File: src/rtl/multicycle_control_if.sv
// Control bundle between the multicycle control unit and its datapath.
// The master side is the datapath (IR opcode, ALU zero). The slave side is the control unit.
interface multicycle_control_if #(
  parameter int OP_W = 6
);
  logic [OP_W-1:0] opcode;
  logic            zero;
  logic            pc_wre;
  logic            ir_wre;
  logic            reg_wre;
  logic            dmem_wr;
  logic            alu_src_a;
  logic            alu_src_b;
  logic            ext_sel;
  logic            mem2reg;
  logic            wr_pc4;
  logic [1:0]      reg_dst;
  logic [1:0]      pc_src;
  logic [2:0]      alu_op;
  logic [3:0]      state;
  logic            halted;

  modport master (
    output opcode, zero,
    input  pc_wre, ir_wre, reg_wre, dmem_wr, alu_src_a, alu_src_b, ext_sel,
           mem2reg, wr_pc4, reg_dst, pc_src, alu_op, state, halted
  );

  modport slave (
    input  opcode, zero,
    output pc_wre, ir_wre, reg_wre, dmem_wr, alu_src_a, alu_src_b, ext_sel,
           mem2reg, wr_pc4, reg_dst, pc_src, alu_op, state, halted
  );
endinterface

File: src/rtl/multicycle_control.sv
// Control-unit FSM of the multicycle CPU: sequences IF/ID/EXE/MEM/WB and
// drives the datapath enables and selects from the state and the IR opcode.
module multicycle_control #(
  parameter int              OP_W    = 6,
  parameter logic [OP_W-1:0] HALT_OP = 6'h3F
) (
  input logic                 clk,
  input logic                 reset,
  multicycle_control_if.slave bus
);

  typedef enum logic [3:0] {
    S_IF     = 4'd0,
    S_ID     = 4'd1,
    S_EXE_AL = 4'd2,
    S_EXE_BR = 4'd3,
    S_EXE_LS = 4'd4,
    S_MEM    = 4'd5,
    S_WB_AL  = 4'd6,
    S_WB_LD  = 4'd7,
    S_HALT   = 4'd8
  } state_e;

  typedef enum logic [3:0] {
    I_ADD, I_SUB, I_ADDI, I_OR, I_AND, I_ORI, I_SLL, I_SLT,
    I_SW, I_LW, I_BEQ, I_J, I_JR, I_JAL, I_HALT, I_NOP
  } instr_e;

  localparam logic [OP_W-1:0] OP_ADD  = OP_W'(6'h00);
  localparam logic [OP_W-1:0] OP_SUB  = OP_W'(6'h01);
  localparam logic [OP_W-1:0] OP_ADDI = OP_W'(6'h02);
  localparam logic [OP_W-1:0] OP_OR   = OP_W'(6'h10);
  localparam logic [OP_W-1:0] OP_AND  = OP_W'(6'h11);
  localparam logic [OP_W-1:0] OP_ORI  = OP_W'(6'h12);
  localparam logic [OP_W-1:0] OP_SLL  = OP_W'(6'h18);
  localparam logic [OP_W-1:0] OP_SLT  = OP_W'(6'h26);
  localparam logic [OP_W-1:0] OP_SW   = OP_W'(6'h30);
  localparam logic [OP_W-1:0] OP_LW   = OP_W'(6'h31);
  localparam logic [OP_W-1:0] OP_BEQ  = OP_W'(6'h34);
  localparam logic [OP_W-1:0] OP_J    = OP_W'(6'h38);
  localparam logic [OP_W-1:0] OP_JR   = OP_W'(6'h39);
  localparam logic [OP_W-1:0] OP_JAL  = OP_W'(6'h3A);

  state_e     state_q, state_d;
  instr_e     instr;
  logic       pc_wre, ir_wre, reg_wre, dmem_wr;
  logic       alu_src_a, alu_src_b, ext_sel, mem2reg, wr_pc4, halted;
  logic [1:0] reg_dst, pc_src;
  logic [2:0] alu_op;

  // HALT_OP is checked first so it wins even if configured onto another opcode.
  always_comb begin
    instr = I_NOP;
    if (bus.opcode == HALT_OP) begin
      instr = I_HALT;
    end else begin
      case (bus.opcode)
        OP_ADD:  instr = I_ADD;
        OP_SUB:  instr = I_SUB;
        OP_ADDI: instr = I_ADDI;
        OP_OR:   instr = I_OR;
        OP_AND:  instr = I_AND;
        OP_ORI:  instr = I_ORI;
        OP_SLL:  instr = I_SLL;
        OP_SLT:  instr = I_SLT;
        OP_SW:   instr = I_SW;
        OP_LW:   instr = I_LW;
        OP_BEQ:  instr = I_BEQ;
        OP_J:    instr = I_J;
        OP_JR:   instr = I_JR;
        OP_JAL:  instr = I_JAL;
        default: instr = I_NOP;
      endcase
    end
  end

  always_comb begin
    state_d = state_q;
    case (state_q)
      S_IF: state_d = S_ID;
      S_ID: begin
        case (instr)
          I_J, I_JR, I_JAL, I_NOP: state_d = S_IF;
          I_HALT:                  state_d = S_HALT;
          I_BEQ:                   state_d = S_EXE_BR;
          I_LW, I_SW:              state_d = S_EXE_LS;
          default:                 state_d = S_EXE_AL;
        endcase
      end
      S_EXE_AL: state_d = S_WB_AL;
      S_EXE_BR: state_d = S_IF;
      S_EXE_LS: state_d = S_MEM;
      S_MEM:    state_d = (instr == I_SW) ? S_IF : S_WB_LD;
      S_WB_AL:  state_d = S_IF;
      S_WB_LD:  state_d = S_IF;
      S_HALT:   state_d = S_HALT;
      default:  state_d = S_IF;
    endcase
  end

  always_ff @(posedge clk) begin
    if (reset) state_q <= S_IF;
    else       state_q <= state_d;
  end

  // Selects stay at 0 in IF because the opcode there still belongs to the previous instruction.
  always_comb begin
    pc_wre    = 1'b0;
    ir_wre    = 1'b0;
    reg_wre   = 1'b0;
    dmem_wr   = 1'b0;
    alu_src_a = 1'b0;
    alu_src_b = 1'b0;
    ext_sel   = 1'b0;
    mem2reg   = 1'b0;
    wr_pc4    = 1'b0;
    reg_dst   = 2'b00;
    pc_src    = 2'b00;
    alu_op    = 3'b000;

    case (state_q)
      S_IF:     ir_wre = 1'b1;
      S_ID: begin
        pc_wre  = instr inside {I_J, I_JR, I_JAL, I_NOP};
        reg_wre = (instr == I_JAL);
      end
      S_EXE_BR: pc_wre = 1'b1;
      S_MEM: begin
        pc_wre  = (instr == I_SW);
        dmem_wr = (instr == I_SW);
      end
      S_WB_AL, S_WB_LD: begin
        pc_wre  = 1'b1;
        reg_wre = 1'b1;
      end
      default: ;
    endcase

    if (state_q != S_IF) begin
      alu_src_a = (instr == I_SLL);
      alu_src_b = instr inside {I_ADDI, I_ORI, I_LW, I_SW};
      ext_sel   = (instr != I_ORI);
      mem2reg   = (instr == I_LW);
      wr_pc4    = (instr == I_JAL);
      case (instr)
        I_ADDI, I_ORI, I_LW: reg_dst = 2'b00;
        I_JAL:               reg_dst = 2'b10;
        default:             reg_dst = 2'b01;
      endcase
      case (instr)
        I_BEQ:      pc_src = {1'b0, bus.zero};
        I_JR:       pc_src = 2'b10;
        I_J, I_JAL: pc_src = 2'b11;
        default:    pc_src = 2'b00;
      endcase
      case (instr)
        I_SUB, I_BEQ: alu_op = 3'b001;
        I_SLL:        alu_op = 3'b010;
        I_OR, I_ORI:  alu_op = 3'b011;
        I_AND:        alu_op = 3'b100;
        I_SLT:        alu_op = 3'b110;
        default:      alu_op = 3'b000;
      endcase
    end

    // A reset arriving mid-instruction must not leak a write pulse.
    if (reset) begin
      pc_wre  = 1'b0;
      ir_wre  = 1'b0;
      reg_wre = 1'b0;
      dmem_wr = 1'b0;
    end
  end

  assign halted        = (state_q == S_HALT) && !reset;
  assign bus.pc_wre    = pc_wre;
  assign bus.ir_wre    = ir_wre;
  assign bus.reg_wre   = reg_wre;
  assign bus.dmem_wr   = dmem_wr;
  assign bus.alu_src_a = alu_src_a;
  assign bus.alu_src_b = alu_src_b;
  assign bus.ext_sel   = ext_sel;
  assign bus.mem2reg   = mem2reg;
  assign bus.wr_pc4    = wr_pc4;
  assign bus.reg_dst   = reg_dst;
  assign bus.pc_src    = pc_src;
  assign bus.alu_op    = alu_op;
  assign bus.state     = state_q;
  assign bus.halted    = halted;

endmodule

File: src/flat_wrapper.sv
// flat-port wrapper written by rule: the top's interface ports become plain ports
module multicycle_control_flat 
#(
  parameter int              OP_W    = 6,
  parameter logic [OP_W-1:0] HALT_OP = 6'h3F
)
  (clk, reset, bus_opcode, bus_zero, bus_pc_wre, bus_ir_wre, bus_reg_wre, bus_dmem_wr, bus_alu_src_a, bus_alu_src_b, bus_ext_sel, bus_mem2reg, bus_wr_pc4, bus_reg_dst, bus_pc_src, bus_alu_op, bus_state, bus_halted);
  multicycle_control_if #(.OP_W(OP_W)) bus_i ();
  input logic clk;
  input logic reset;
  input wire logic [$bits(bus_i.opcode)-1:0] bus_opcode;
  input wire logic [$bits(bus_i.zero)-1:0] bus_zero;
  output wire logic [$bits(bus_i.pc_wre)-1:0] bus_pc_wre;
  output wire logic [$bits(bus_i.ir_wre)-1:0] bus_ir_wre;
  output wire logic [$bits(bus_i.reg_wre)-1:0] bus_reg_wre;
  output wire logic [$bits(bus_i.dmem_wr)-1:0] bus_dmem_wr;
  output wire logic [$bits(bus_i.alu_src_a)-1:0] bus_alu_src_a;
  output wire logic [$bits(bus_i.alu_src_b)-1:0] bus_alu_src_b;
  output wire logic [$bits(bus_i.ext_sel)-1:0] bus_ext_sel;
  output wire logic [$bits(bus_i.mem2reg)-1:0] bus_mem2reg;
  output wire logic [$bits(bus_i.wr_pc4)-1:0] bus_wr_pc4;
  output wire logic [$bits(bus_i.reg_dst)-1:0] bus_reg_dst;
  output wire logic [$bits(bus_i.pc_src)-1:0] bus_pc_src;
  output wire logic [$bits(bus_i.alu_op)-1:0] bus_alu_op;
  output wire logic [$bits(bus_i.state)-1:0] bus_state;
  output wire logic [$bits(bus_i.halted)-1:0] bus_halted;
  assign bus_i.opcode = bus_opcode;
  assign bus_i.zero = bus_zero;
  assign bus_pc_wre = bus_i.pc_wre;
  assign bus_ir_wre = bus_i.ir_wre;
  assign bus_reg_wre = bus_i.reg_wre;
  assign bus_dmem_wr = bus_i.dmem_wr;
  assign bus_alu_src_a = bus_i.alu_src_a;
  assign bus_alu_src_b = bus_i.alu_src_b;
  assign bus_ext_sel = bus_i.ext_sel;
  assign bus_mem2reg = bus_i.mem2reg;
  assign bus_wr_pc4 = bus_i.wr_pc4;
  assign bus_reg_dst = bus_i.reg_dst;
  assign bus_pc_src = bus_i.pc_src;
  assign bus_alu_op = bus_i.alu_op;
  assign bus_state = bus_i.state;
  assign bus_halted = bus_i.halted;
  multicycle_control #(.OP_W(OP_W), .HALT_OP(HALT_OP)) u_core (.clk(clk), .reset(reset), .bus(bus_i));
endmodule
File: config.mk
export PLATFORM = sky130hd
export DESIGN_NAME = multicycle_control_flat
export DESIGN_NICKNAME = d
export VERILOG_FILES = /design/src/rtl/multicycle_control_if.sv /design/src/rtl/multicycle_control.sv /design/src/flat_wrapper.sv
export SDC_FILE = /design/constraint.sdc
export NUM_CORES = 1
export LEC_CHECK = 0
export CORE_MARGIN = 4
export CORE_UTILIZATION = 44
export DETAILED_ROUTE_END_ITERATION = 8
export GPL_TIMING_DRIVEN = 0
export PLACE_DENSITY_LB_ADDON = 0.25
export SETUP_SLACK_MARGIN = 0.3
export SYNTH_ARGS = -nofsm -noshare
export SYNTH_HDL_FRONTEND = slang
export SYNTH_SLANG_ARGS = --single-unit
File: constraint.sdc
create_clock -name clk -period 3.8 [get_ports clk]
set_clock_uncertainty 0.15 [all_clocks]
set_input_delay 0.76 -clock clk [delete_from_list [all_inputs] [get_ports clk]]
set_output_delay 0.76 -clock clk [all_outputs]
set_load 0.005 [all_outputs]
Word level (Yosys, flattened, before mapping)
Memories as Yosys holds them, arrays and structs flattened.
Index checks and enable logic that the tools add are counted.
{ "word_totals": {"wordCells": 61, "out_inout_bits": 21, "ff_bits": 4, "romBits": 320, "memories": 2} }
{ "classes": {"muxes": 22, "reduce_logical": 12, "n_eq_ne": 24} }
{ "mem_list": {"columns": ["memory", "depth", "word_bits", "rd", "rd_ports_with_merged_regs", "wr", "line_no", "source"], "rows": [
  ["(no name shown)", 64, 4, 1, 0, 0, "multicycle_control.sv:57", "case (bus.opcode)"],
  ["(no name shown)", 16, 4, 1, 0, 0, "multicycle_control.sv:82", "case (instr)"]
]} }
{ "ops": {"columns": ["cell", "count"], "rows": [
  ["4-bit by 3-bit == test with 1-bit output, second input constant", 8],
  ["4-bit == test, second input constant", 8],
  ["4-bit one-hot mux with 6 select lines", 1],
  ["4-bit by 2-bit == test with 1-bit output, second input constant", 4],
  ["3-bit one-hot mux with 5 select lines", 1],
  ["4-bit nonzero test", 3],
  ["1-bit two-way mux", 11],
  ["4-bit by 1-bit == test with 1-bit output, second input constant", 2],
  ["2-bit OR reduction", 4],
  ["6-bit == test, second input constant", 1],
  ["3-bit two-way mux", 2],
  ["2-bit one-hot mux with 3 select lines", 1],
  ["3-bit OR reduction", 2],
  ["4-bit logical NOT", 1],
  ["2-bit two-way mux", 2],
  ["4-bit two-way mux", 1],
  ["4-bit by 3-bit inequality test with 1-bit output, second input constant", 1],
  ["2-bit one-hot mux with 2 select lines", 1],
  ["1-bit one-hot mux with 3 select lines", 1],
  ["1-bit one-hot mux with 2 select lines", 1],
  ["1-bit logical AND", 1],
  ["1-bit logical NOT", 1]
]} }

Depth between registers and ports, before layout
{ "depth": {"ltp_word": 6, "ltp_mapped": 9} }

Worst setup path before layout
No wires, ideal clock.
{ "synth_timing": {"path_kind": "input to output", "from": "input port bus_opcode[0]", "to": "output port bus_reg_wre", "n_path_buf": 0, "path_stages": 8, "setup_slack_ns": 0.291, "required_time_ns": 2.890, "arrival_time_ns": 2.599, "path_cell_list": "inv_1 -> ha_1 -> mux2_4 -> a32o_2 -> a41oi_4 -> nand3_2 -> or4_1 -> a211oi_2"} }
{ "synth_via": {"elab_chain_cells": 5} }
{ "synth_lines": {"columns": ["item", "line_no", "source"], "rows": [
  ["start: declaration", "flat_wrapper.sv:11", "input wire logic [$bits(bus_i.opcode)-1:0] bus_opcode;"],
  ["memory read 64 x 4 bit / 6-bit == test (equally long branches)", null, null],
  ["4-bit two-way mux (*)", "multicycle_control.sv:54", "if (bus.opcode == HALT_OP) begin"],
  ["4-bit == test (*)", "multicycle_control.sv:125", "reg_wre = (instr == I_JAL);"],
  ["1-bit one-hot mux with 2 select lines (*)", "multicycle_control.sv:121", "case (state_q)"],
  ["1-bit two-way mux (*)", "multicycle_control.sv:167", "if (reset) begin"],
  ["end: declaration", "flat_wrapper.sv:15", "output wire logic [$bits(bus_i.reg_wre)-1:0] bus_reg_wre;"]
]} }
Every way passes the cells marked *; elsewhere a longest branch is shown, timed or not.

Worst setup path after layout
{ "layout_timing": {"from": "input port bus_opcode[5]", "to": "output port bus_reg_wre"} }
Same word-level chain as after synthesis.

==> impl_results.md <==
* Clk root buf: clkbuf_4
* Fin crit period at 3.733 ns
* Global-route wire length before repair at 6051 um
* Placement Setup Slack at -0.9568 ns
* Sequential group share of total power at 16.5%
* Post-synthesis cell count at 121
* Final period utilization at 98.23%
* Outcome: finished clean
* Critical Path RT at ~2.9 ns
* Reg2Reg Depth at 4
* Top post-synthesis cells by count: nor2_1, nand2_1, a21oi_1
* Die Wd at approximately 51 um
* Unique cell type count in the Yosys netlist at 44
* CTS H-tree depth at 1
* Cell accounting for the most synthesized area: dfxtp_1
* Congestion Overflow GR at 0
* I/O pin cnt at 30
* # diodes at 0
* All-layer global routing usage at 30.81%
* Setup tns final at 0 ns
* Via Count at ~1.4k
* Vias/cell at between 7 and 8
* I/O Buffers at 28
* Max VDD drop at 158.8 uV
* Pwr/cell area at 188.4 mW/mm^2
* Max Cap Viol at 0
* Layout cells sized above 1 at 46.86%
* Antenna violations before repair at 0
* Flops & latches, synth at 4
* Placeable Area at approximately 0.0017 sq mm
* Die H at 51.23 um
* Setup violators final at 0
* TritonCTS buffer count at 3
* First-pass detailed-route iteration total at 5
* Max transition margin at 35.58%
* Worst Tran Pin Value at 0.9574 ns
* Die area at roughly 0.0026 sq mm
* Static leakage at 0.6158 nW
* Worst-path clk slew at 0.04 ns
* Register area share after synthesis at 9.741%
* Vias in the first global route at about 1.2k
* Largest net degree at the start of global routing at 11
* Syn avg cell area at 6.794 sq um
* Crit path max-delay family: simple AND/OR/NAND/NOR gates
* CP Capture Type: output pin
* Final nets at 190
* DRT Wirelength at around 4700 um
* Fmax at 267.9 MHz
* Hold depth at 1
* Post-Syn Area at 822.0 sq um
* Top cell type's share of synthesized area at 9.741%
* TritonCTS clock tree: built
* FFs w/ async S/R, synth at 0%
* Worst setup margin at about 0.067 ns
* Instance count on the critical path at 9
* CTS sink count at 4
* Post-CTS Hold Buffers at 0
* CP max FO at 7
* Number of synthesized flops with an enable pin at 0
* DR iter-0 viols at 133
* Combinational power share at slightly above 60%
* Synth area leaders: dfxtp_1, nor2_1, ha_1, a21oi_1, nand2_1
* Net Count, Synth at 134
* Max reg flops at 4
* Switching power at around 0.13 mW
* Core Rows at 15
* Critical Path Max Stage Delay at 0.44 ns
* Final Hold Viols at 0
* Post-DR wirelength/cell at roughly 24 um
* Area Overhead vs Synth at 89.80%
* Deepest clock path buffer count at 2
* Top-count cell post-synth: nor2_1
* Final HPWL DP at 1850 um
* Worst Hold Class: reg -> reg
* Gpl congestion at 0.8598
* Clock share of power at between 20% and 30%
* Slew Viols, Final at 0
* Crit start category: input port
* Switching portion of total power at roughly 45%
* Buf/Inv on CP at 3
* RSZ-0062 raised after global routing: true
* DR DRC count at 0
* ANT nets after route at 0
* Worst path cell trace: clkdlybuf4s15_2 > buf_6 > nor2b_1 > mux2i_2 > o32a_4 > nand3_2 > or4_4 > a211oi_2 > buf_2
* Top_reg_cell synth: dfxtp_1
* Pint at ~0.16 mW
* CP max stage cell: or4_4
* WP data arrival at ~2.8 ns
* Initial Utilization at 47.10%
* YS warnings at 0
* Crit Path Category: in -> out
* Clk Latency, worst-skew pair at 0.27 ns
* Power consumption at 0.2939 mW
-- cell families (layout without fill, tap and decap cells) --
kind of cell / Yosys count / count (layout) / share of synthesized area (%)
AO/OA/AOI/OAI: 33 / 33 / 31.96
XOR/XNOR: 2 / 2 / 2.131
adder cells (fa/ha/maj): 4 / 4 / 6.089
buffers and inverters: 13 / 67 / 7.761
flip-flops: 4 / 4 / 9.742
multiplexers: 4 / 4 / 5.479
AND/OR/NAND/NOR: 61 / 61 / 36.84
-- layout make-up --
cell class              count  area (sq um)
clock buffers               3         22.52
inverters                   2         17.52
multi-input cells         104         858.3
fillers                    77         185.2
repair buffers             51         454.2
flip-flops and latches      4         80.08
plain buffers              11         96.34
well taps                  25         31.28
-- metal layers --
layer  track usage, %  wire length [um]  vias to the layer above
li1                 -                 -                      568
met5                0                 0                        -
met1            38.31              1688                      614
met3            6.997               626                       56
met4            11.35               401                        0
met2            51.50              2032                      167
-- worst paths after layout --
check / start / end / slack [ns]
min reg2reg: u_core.bus.state[0] / u_core.bus.state[0] / 0.55
max reg2reg: u_core.bus.state[2] / u_core.bus.state[1] / 1.71
max: bus_opcode[5] / bus_reg_wre / 0.07
min: u_core.bus.state[0] / u_core.bus.state[0] / 0.55
-- repair_timing --
item	CTS	global route
setup buffers	17	5
pin swaps	11	11
resized for setup	86	29
setup endpoints to repair	15	14
gates cloned	0	1
-- layout by cell type, fill, tap and decap left out, drive strengths merged, types with 2 or more instances in the layout --
cell	n
o21ai	4
inv	2
or3	2
clkdlybuf4s50	7
nand3	5
dlygate4sd2	8
clkdlybuf4s15	3
a2111oi	2
clkbuf	10
or2	2
nand4	2
a211oi	3
nor2	20
nor4	3
a31oi	5
mux2i	3
nand2	12
xnor2	2
nor3	8
a21oi	9
dfxtp	4
ha	4
buf	37
-- power groups by stage --
stage | Combinational, mW | Sequential [mW] | Clock, mW
floorplan | 0.0680 | 0.0478 | 0
global placement | 0.110 | 0.0482 | 0
detailed placement | 0.111 | 0.0483 | 0
CTS | 0.146 | 0.0477 | 0.0550
global route | 0.187 | 0.0485 | 0.0678
finish | 0.181 | 0.0484 | 0.0646
-- worst reg2reg max path, delay by kind of cell, from the launching register on --
family,cells,cell delay (ns)
AOI/OAI and AO/OA,1,0.58
and+or+nand+nor,1,0.48
DFF,1,0.31
buffers and inverters,1,0.23
muxes,1,0.20
-- per-stage QoR --
step	hold WS (ns)	cells	utilization (%)	cell area [sq um]
6_report	0.5494	200	89.39	1560
5_1_grt	0.5821	200	89.39	1560
4_1_cts	0.5070	194	83.73	1461
3_5_place_dp	0.4951	174	64.95	1134
3_3_place_gp	0.4517	174	64.95	1134
2_1_floorplan	0.4433	121	-	822.0
Note: power is estimated with default switching activity, not from simulation.
